## src/rtl/popcount_axil_pkg.sv

```systemverilog
// Shared definitions for the popcount AXI4-Lite front end: register map,
// response codes, FSM state enums and the captured write request payload.
package popcount_axil_pkg;

  localparam int unsigned DATA_W = 32;
  localparam int unsigned STRB_W = DATA_W / 8;

  localparam logic [1:0] REG_DATA   = 2'd0;
  localparam logic [1:0] REG_COUNT  = 2'd1;
  localparam logic [1:0] REG_STATUS = 2'd2;
  localparam logic [1:0] REG_UNMAP  = 2'd3;

  localparam logic [1:0] RESP_OKAY   = 2'b00;
  localparam logic [1:0] RESP_SLVERR = 2'b10;

  localparam logic [STRB_W-1:0] STRB_FULL = 4'hF;

  typedef enum logic {
    W_IDLE = 1'b0,
    W_RESP = 1'b1
  } wr_state_e;

  typedef enum logic {
    R_IDLE = 1'b0,
    R_DATA = 1'b1
  } rd_state_e;

  typedef struct packed {
    logic [1:0]        sel;
    logic [DATA_W-1:0] data;
    logic [STRB_W-1:0] strb;
  } wr_req_t;

endpackage

```

## src/rtl/popcount_axil_wr.sv

```systemverilog
// Write channel: captures AW and W in any order, performs the register
// action once both are held, and drives the B response and core pulses.
module popcount_axil_wr
  import popcount_axil_pkg::*;
(
  input  logic              clk_i,
  input  logic              rst_i,
  input  logic [1:0]        awsel_i,
  input  logic              awvalid_i,
  output logic              awready_o,
  input  logic [DATA_W-1:0] wdata_i,
  input  logic [STRB_W-1:0] wstrb_i,
  input  logic              wvalid_i,
  output logic              wready_o,
  output logic [1:0]        bresp_o,
  output logic              bvalid_o,
  input  logic              bready_i,
  output logic [DATA_W-1:0] write_data_o,
  output logic              write_valid_o,
  output logic              count_rst_o
);

  wr_state_e         state_q, state_d;
  wr_req_t           req_q, req_d;
  logic              awready_q, awready_d;
  logic              wready_q, wready_d;
  logic              bvalid_q, bvalid_d;
  logic [1:0]        bresp_q, bresp_d;
  logic [DATA_W-1:0] write_data_q, write_data_d;
  logic              write_valid_q, write_valid_d;
  logic              count_rst_q, count_rst_d;
  logic              aw_fire, w_fire;

  assign aw_fire = awvalid_i && awready_q;
  assign w_fire  = wvalid_i && wready_q;

  always_ff @(posedge clk_i) begin
    if (rst_i) begin
      state_q       <= W_IDLE;
      req_q         <= '0;
      awready_q     <= 1'b1;
      wready_q      <= 1'b1;
      bvalid_q      <= 1'b0;
      bresp_q       <= RESP_OKAY;
      write_data_q  <= '0;
      write_valid_q <= 1'b0;
      count_rst_q   <= 1'b0;
    end else begin
      state_q       <= state_d;
      req_q         <= req_d;
      awready_q     <= awready_d;
      wready_q      <= wready_d;
      bvalid_q      <= bvalid_d;
      bresp_q       <= bresp_d;
      write_data_q  <= write_data_d;
      write_valid_q <= write_valid_d;
      count_rst_q   <= count_rst_d;
    end
  end

  // A channel with READY low in W_IDLE has already been captured into req_q.
  always_comb begin
    state_d       = state_q;
    req_d         = req_q;
    awready_d     = awready_q;
    wready_d      = wready_q;
    bvalid_d      = bvalid_q;
    bresp_d       = bresp_q;
    write_data_d  = write_data_q;
    write_valid_d = 1'b0;
    count_rst_d   = 1'b0;

    case (state_q)
      W_IDLE: begin
        if (aw_fire) begin
          awready_d = 1'b0;
          req_d.sel = awsel_i;
        end
        if (w_fire) begin
          wready_d   = 1'b0;
          req_d.data = wdata_i;
          req_d.strb = wstrb_i;
        end
        if ((aw_fire || !awready_q) && (w_fire || !wready_q)) begin
          state_d  = W_RESP;
          bvalid_d = 1'b1;
          bresp_d  = RESP_SLVERR;
          if (req_d.strb == STRB_FULL) begin
            case (req_d.sel)
              REG_DATA: begin
                write_data_d  = req_d.data;
                write_valid_d = 1'b1;
                bresp_d       = RESP_OKAY;
              end
              REG_COUNT: begin
                count_rst_d = req_d.data[0];
                bresp_d     = RESP_OKAY;
              end
              default: ;
            endcase
          end
        end
      end
      W_RESP: begin
        if (bready_i) begin
          state_d   = W_IDLE;
          bvalid_d  = 1'b0;
          awready_d = 1'b1;
          wready_d  = 1'b1;
        end
      end
    endcase
  end

  assign awready_o     = awready_q;
  assign wready_o      = wready_q;
  assign bvalid_o      = bvalid_q;
  assign bresp_o       = bresp_q;
  assign write_data_o  = write_data_q;
  assign write_valid_o = write_valid_q;
  assign count_rst_o   = count_rst_q;

endmodule

```

## src/rtl/popcount_axil.sv

```systemverilog
// AXI4-Lite register front end for a popcount core: forwards data words,
// exposes the running count and busy status, and pulses a count clear.
module popcount_axil
  import popcount_axil_pkg::*;
#(
  parameter int unsigned ADDR_W = 4
) (
  input  logic              ACLK,
  input  logic              ARESET,
  input  logic [ADDR_W-1:0] S_AXI_AWADDR,
  input  logic              S_AXI_AWVALID,
  output logic              S_AXI_AWREADY,
  input  logic [DATA_W-1:0] S_AXI_WDATA,
  input  logic [STRB_W-1:0] S_AXI_WSTRB,
  input  logic              S_AXI_WVALID,
  output logic              S_AXI_WREADY,
  output logic [1:0]        S_AXI_BRESP,
  output logic              S_AXI_BVALID,
  input  logic              S_AXI_BREADY,
  input  logic [ADDR_W-1:0] S_AXI_ARADDR,
  input  logic              S_AXI_ARVALID,
  output logic              S_AXI_ARREADY,
  output logic [DATA_W-1:0] S_AXI_RDATA,
  output logic [1:0]        S_AXI_RRESP,
  output logic              S_AXI_RVALID,
  input  logic              S_AXI_RREADY,
  output logic [DATA_W-1:0] WRITE_DATA,
  output logic              WRITE_VALID,
  input  logic [DATA_W-1:0] COUNT,
  output logic              COUNT_RST,
  input  logic              COUNT_BUSY
);

  rd_state_e         rstate_q, rstate_d;
  logic              arready_q, arready_d;
  logic              rvalid_q, rvalid_d;
  logic [DATA_W-1:0] rdata_q, rdata_d;
  logic [1:0]        rresp_q, rresp_d;

  // Only the word-select bits of either address take part in decoding.
  logic unused_addr_bits;
  assign unused_addr_bits = ^{S_AXI_AWADDR, S_AXI_ARADDR};

  popcount_axil_wr u_wr (
    .clk_i         (ACLK),
    .rst_i         (ARESET),
    .awsel_i       (S_AXI_AWADDR[3:2]),
    .awvalid_i     (S_AXI_AWVALID),
    .awready_o     (S_AXI_AWREADY),
    .wdata_i       (S_AXI_WDATA),
    .wstrb_i       (S_AXI_WSTRB),
    .wvalid_i      (S_AXI_WVALID),
    .wready_o      (S_AXI_WREADY),
    .bresp_o       (S_AXI_BRESP),
    .bvalid_o      (S_AXI_BVALID),
    .bready_i      (S_AXI_BREADY),
    .write_data_o  (WRITE_DATA),
    .write_valid_o (WRITE_VALID),
    .count_rst_o   (COUNT_RST)
  );

  always_ff @(posedge ACLK) begin
    if (ARESET) begin
      rstate_q  <= R_IDLE;
      arready_q <= 1'b1;
      rvalid_q  <= 1'b0;
      rdata_q   <= '0;
      rresp_q   <= RESP_OKAY;
    end else begin
      rstate_q  <= rstate_d;
      arready_q <= arready_d;
      rvalid_q  <= rvalid_d;
      rdata_q   <= rdata_d;
      rresp_q   <= rresp_d;
    end
  end

  // Read data is snapshotted at the AR handshake and held through any R stall.
  always_comb begin
    rstate_d  = rstate_q;
    arready_d = arready_q;
    rvalid_d  = rvalid_q;
    rdata_d   = rdata_q;
    rresp_d   = rresp_q;

    case (rstate_q)
      R_IDLE: begin
        if (S_AXI_ARVALID) begin
          rstate_d  = R_DATA;
          arready_d = 1'b0;
          rvalid_d  = 1'b1;
          rresp_d   = RESP_OKAY;
          case (S_AXI_ARADDR[3:2])
            REG_DATA:   rdata_d = WRITE_DATA;
            REG_COUNT:  rdata_d = COUNT;
            REG_STATUS: rdata_d = {(DATA_W-2)'(0), WRITE_VALID, COUNT_BUSY};
            default: begin
              rdata_d = '0;
              rresp_d = RESP_SLVERR;
            end
          endcase
        end
      end
      R_DATA: begin
        if (S_AXI_RREADY) begin
          rstate_d  = R_IDLE;
          arready_d = 1'b1;
          rvalid_d  = 1'b0;
        end
      end
    endcase
  end

  assign S_AXI_ARREADY = arready_q;
  assign S_AXI_RVALID  = rvalid_q;
  assign S_AXI_RDATA   = rdata_q;
  assign S_AXI_RRESP   = rresp_q;

endmodule
```

## config.mk

```make
export PLATFORM = sky130hd
export DESIGN_NAME = popcount_axil
export DESIGN_NICKNAME = d
export VERILOG_FILES = /design/src/rtl/popcount_axil_pkg.sv /design/src/rtl/popcount_axil_wr.sv /design/src/rtl/popcount_axil.sv
export SDC_FILE = /design/constraint.sdc
export NUM_CORES = 1
export LEC_CHECK = 0
export ABC_CLOCK_PERIOD_IN_PS = 2000
export BUFFER_PORTS_ARGS = -buffer_cell sky130_fd_sc_hd__clkbuf_2
export CORE_ASPECT_RATIO = 2
export CORE_MARGIN = 1
export CORE_UTILIZATION = 35
export CTS_CLUSTER_DIAMETER = 150
export DETAILED_ROUTE_END_ITERATION = 6
export GPL_TIMING_DRIVEN = 0
export MAX_ROUTING_LAYER = met4
export PLACE_DENSITY_LB_ADDON = 0.1
export SYNTH_ARGS = -nofsm -noshare
export SYNTH_HDL_FRONTEND = slang
export SYNTH_SLANG_ARGS = --single-unit
```

## constraint.sdc

```tcl
create_clock -name ACLK -period 2 [get_ports ACLK]
set_input_delay 0.2 -clock ACLK [delete_from_list [all_inputs] [get_ports ACLK]]
set_output_delay 0.2 -clock ACLK [all_outputs]
set_load 0.005 [all_outputs]
```

### Yosys cells after proc, flatten, opt, wreduce, memory -nomap -nowiden

Cells that the tools add are included.

* bits in registers: 115
* latch bits: 0
* bits in writable memories: 0
* bits in read-only memories: 0
* bits of input ports: 84
* logic and storage cells: 80
* memories kept: 0

* $add $sub $neg: 0
* multipliers: 0
* divide/modulo/power cells: 0
* magnitude comparators: 0
* eq/ne operators: 10
* shift operators: 0
* muxes and demuxes: 29
* bitwise logic cells: 5
* reduce and logical (&&, ||, !) cells: 20

Operators with widths (number)
* $pmux W32 S3: 1
* $mux W36: 2
* $mux W1: 14
* $pmux W1 S2: 7
* $reduce_and A2 Y1: 6
* $mux W2: 5
* $ne A2 B1 Y1 const B: 3
* $ne A2 B2 Y1 const B: 3
* $not A1 Y1: 5
* $reduce_or A5 Y1: 1
* $eq A2 B1 Y1 const B: 2
* $eq A4 B4 Y1 const B: 1
* $logic_not A2 Y1: 2
* $reduce_and A4 Y1: 1
* $reduce_or A4 Y1: 1
* $logic_and A1 B1 Y1: 3
* $reduce_or A3 Y1: 1
* $eq A2 B2 Y1 const B: 1
* $logic_not A1 Y1: 2
* $logic_or A1 B1 Y1: 2
* $reduce_or A2 Y1: 1

### Logic depth before layout (Yosys ltp)

* depth in word-level cells: 7
* depth in mapped cells: 7
* mapped depth without buffers: 4

### Cells and area by module

From an unflattened synthesis, not the netlist that was laid out.

* cell total of the unflattened synthesis: 534
* area, all modules: 5252.5 µm²

Modules (own cells, without submodules)
* popcount_axil_wr: instances 1, cells an instance 368, area each 3434.5 µm²
* popcount_axil: instances 1, cells an instance 166, area each 1818.0 µm²

### Least setup slack after synthesis

No wires, ideal clock.

* kind: reg-to-reg
* from: register u_wr.wready_q, in the netlist u_wr.wready_o
* to: register u_wr.write_data_q[10], in the netlist u_wr.write_data_o[10]
* arrival: 1374 ps
* required time: 1880 ps
* setup slack: 507 ps
* cell stages (with the launch flop): 7
* path buffers: 2
* cell sequence: dfxtp_1 -> and2_1 -> buf_6 -> mux2i_2 -> nand4_4 -> buf_6 -> mux2i_1

* word-level cells in the longest chain between the ends: 5
* elaborated cells between the ends (all ways): 8

RTL lines
* from (decl): line popcount_axil_wr.sv:26 `logic wready_q, wready_d;`
* from (signal assigned): line popcount_axil_wr.sv:52 `wready_q <= wready_d;`
* $logic_and A1 B1 Y1: line popcount_axil_wr.sv:35 `assign w_fire = wvalid_i && wready_q;`
* $mux W36: line popcount_axil_wr.sv:79 `if (w_fire) begin`
* $mux W36: line popcount_axil_wr.sv:73 `case (state_q)`
* $eq A4 B4 Y1: line popcount_axil_wr.sv:88 `if (req_d.strb == STRB_FULL) begin`
* $reduce_and A4 Y1 (no line)
* to (signal assigned): line popcount_axil_wr.sv:55 `write_data_q <= write_data_d;`
* to (decl): line popcount_axil_wr.sv:29 `logic [DATA_W-1:0] write_data_q, write_data_d;`

Parallel ways exist; a longest one is shown, timed or not. The select of a mux whose other input is x is not followed.
A chain may end at the register's enable or synchronous reset.

==> results.py <==
metrics = {
    "timing": {
        "rsz0062_at_grt": "no",
        "fin_crit_sh": 0.907,
        "drv_slew": 0,
        "setup_violations": 0,
        "tightest_slew_ps": 649,
        "hold_viol_final": 0,
        "worst_slack_ps": 186,
        "clock-skew-final_ps": 8.81,
        "fmax_ghz": 0.551,
        "relSlewSlack": 0.567,
        "hold_ws_ps": 30.9,
        "min_period_ps": 1810,
    },
    "clock_tree": {
        "htree_levels": 4,
        "clk_pin_slew_ps": 50,
        "cts_tree": "done",
        "root_buffer": "clkbuf_16",
        "hold_buffers": 0,
        "cts_setup_buffers": 0,
        "clk_latency_ps": 400,
        "cts_inserted_buffers": 17,
        "cts.sinks": 113,
        "clockBufferDepth": 2,
    },
    "routing": {
        "ant_nets": 0,
        "wl_per_cell_um": 15.9,
        "drc": 0,
        "via_per_inst": 4.98,
        "first_iter_violations": 173,
        "first_pass_iters": 4,
        "num_vias": 4559,
        "wl_mm": 14.6,
    },
    "floorplan": {
        "core_region_area_sq_um": 13500,
        "die_w_um": 85.3,
        "rows": 60,
        "start_util": 0.359,
        "ios": 159,
        "dieArea_sq_um": 14400,
        "die_h_um": 169,
    },
    "logic_synthesis": {
        "seq_area_frac_synth": 0.466,
        "synth_cell_types": 31,
        "ys.flop_type": "dfxtp_1",
        "synth_top_family_by_area": "simple AND/OR/NAND/NOR gates",
        "yosys_warnings": 0,
        "synth_compound_area_frac": 0.104,
        "synth_area_per_cell_sq_um": 8.39,
        "synthMuxAreaShare": 0.149,
        "yosys.area_share.simple": 0.233,
        "ys_async_sr_fraction": 0,
        "synth-xor-area-share": 0,
        "synthAdderAreaFrac": 0,
        "netlist_area_sq_um": 4850,
        "synth-edff-count": 0,
        "ys_ff_latch": 113,
        "synthCells": 578,
    },
    "setup_path": {
        "worstPathMaxFanout": 10,
        "cp-end-kind": "flop",
        "cpMaxStageDelayCell": "clkbuf_1",
        "cpPeakStageDelay_ps": 430,
        "critical_path.endpoint": "u_wr.req_q[0]",
        "path_depth": 6,
        "crit_start": "u_wr.state_q",
        "cp_num_buf_inv": 3,
        "critPathTopFamily": "buffers and inverters",
        "rrSetupSlack_ps": 190,
        "path_cells": "clkbuf_1 -> nand2b_1 -> buf_2 -> clkbuf_1 -> nand2_1 -> a21oi_1",
        "r2r_cells": 6,
        "crit_type": "reg2reg",
        "crit_top_cell": "clkbuf_1",
        "startpoint_type": "flop",
        "r2r_start": "u_wr.state_q",
        "r2r_end": "u_wr.req_q[0]",
        "crit_arrival_ps": 2140,
        "required_ps": 2320,
    },
    "flow_run": {
        "cap_violations": 0,
    },
    "cells_and_area": {
        "antenna_cells": 0,
        "layout_commonest_cell": "clkbuf_2",
        "mostFrequentLayoutCells": "clkbuf_2 (153), dfxtp_1 (113), nand2_1 (112)",
        "stdcell_count": 916,
        "drive_gt1_frac": 0.306,
        "layout.nets": 832,
        "final_util": 0.476,
        "area_growth_pct": 32.7,
    },
    "power": {
        "cellLeakagePower_nw": 3.02,
        "powerDensity_nw_per_um2": 971,
        "p_total_w": 0.00625,
        "ir_drop_mv": 0.597,
    },
    "global_routing": {
        "grt_pass1_vias": 4555,
        "grt_use_total": 0.215,
        "grt_overflow": 0,
        "grt_max_degree": 17,
        "antenna_found_initial": 0,
        "grt_first_pass_wirelength_mm": 22.8,
    },
    "place": {
        "pre_cts_slack_ps": -41.4,
        "globalplace.congestion": 0.798,
        "numPortBuffers": 150,
        "dp_hpwl_mm": 10.9,
        "dp.cells": 884,
    },
    "run_status": {
        "status": "finished, final reports clean",
    },
    "hold_path": {
        "min_path_type": "in2reg",
    },
}
worst min-delay path by stage:
stage | start | endpoint | slack [ps] | cells past startpoint
after detailed placement | S_AXI_WDATA[22] | u_wr.req_q[26] | 440 | 3
final | S_AXI_WDATA[22] | u_wr.req_q[26] | 30 | 3
after floorplan | S_AXI_BREADY | u_wr.awready_o | 330 | 2
after global routing | S_AXI_WDATA[17] | u_wr.req_q[21] | 30 | 3
after global placement | S_AXI_WDATA[31] | u_wr.req_q[35] | 440 | 3
after CTS | S_AXI_WDATA[22] | u_wr.req_q[26] | 20 | 3
per-stage QoR:
step / instance area [sq um] / setup TNS (ps)
after floorplan: 4860 / 0
after global placement: 5800 / 0
after detailed placement: 5800 / -131
after CTS: 6430 / 0
after global routing: 6440 / 0
final: 6440 / 0
where the power goes:
part	internal, W	total, W	switching [W]	leakage (nW)
clock	0.00218	0.00320	0.00102	0.310
sequential	0.00234	0.00239	0.0000490	0.919
combinational	0.000269	0.000663	0.000394	1.79
sequential cells by signal, indices dropped and copies added (netlist names):
| signal | cells |
|---|---|
| u_wr.wready_o | 1 |
| u_wr.bvalid_o | 1 |
| u_wr.count_rst_o | 1 |
| u_wr.req_q | 38 |
| rstate_q | 1 |
| u_wr.write_data_o | 32 |
| u_wr.state_q | 1 |
| S_AXI_RDATA | 32 |
| u_wr.write_valid_o | 1 |
| u_wr.awready_o | 1 |
| S_AXI_RVALID | 1 |
| S_AXI_RRESP | 1 |
| u_wr.bresp_o | 1 |
| S_AXI_ARREADY | 1 |
worst min-delay path, delay by kind of cell:
family	cells	cell delay, ps
AOI/OAI and AO/OA	1	50
buffers and inverters	1	90
and+or+nand+nor	1	50
final cells by class:
type / count / area, sq um
fillers: 1373 / 7080
multi-input cells: 418 / 2370
flip-flops and latches: 113 / 2260
repair buffers: 150 / 751
clock buffers: 22 / 474
plain buffers: 46 / 225
well taps: 155 / 194
clock inverters: 10 / 156
inverters: 2 / 7.51
cells in the mapped netlist (all sizes together) (3+ instances only):
master | n | area, sq um
nor3 | 3 | 20.0
nor2b | 5 | 31.3
nand4 | 3 | 33.8
a21oi | 43 | 215
clkbuf | 28 | 105
dfxtp | 113 | 2260
buf | 18 | 116
a22oi | 30 | 225
or3 | 31 | 194
nor2 | 105 | 394
mux2i | 37 | 374
o21ai | 4 | 20.0
nand2 | 112 | 420
mux2 | 31 | 349
cell families after synthesis:
family	Yosys count
DFF	113
muxes	68
AOI/OAI and AO/OA	83
buffers and inverters	48
other	1
and+or+nand+nor	265
what timing repair did:
action / 4_1_cts / 5_1_grt
pin swaps: 0 / 0
gates cloned: 0 / 0
endpoints found under the setup margin: 26 / 5
endpoints found under the hold margin: 0 / 0
gates resized for setup: 1 / 6
layer usage:
metal / GRT usage / vias up / part of all wire
met4: 0.101 / 0 / 0.027
met2: 0.396 / 122 / 0.55
met3: 0.0356 / 25 / 0.034
met1: 0.219 / 2125 / 0.39
met5: - / - / 0
li1: - / 2287 / -
(Power assumes the default switching activity.)
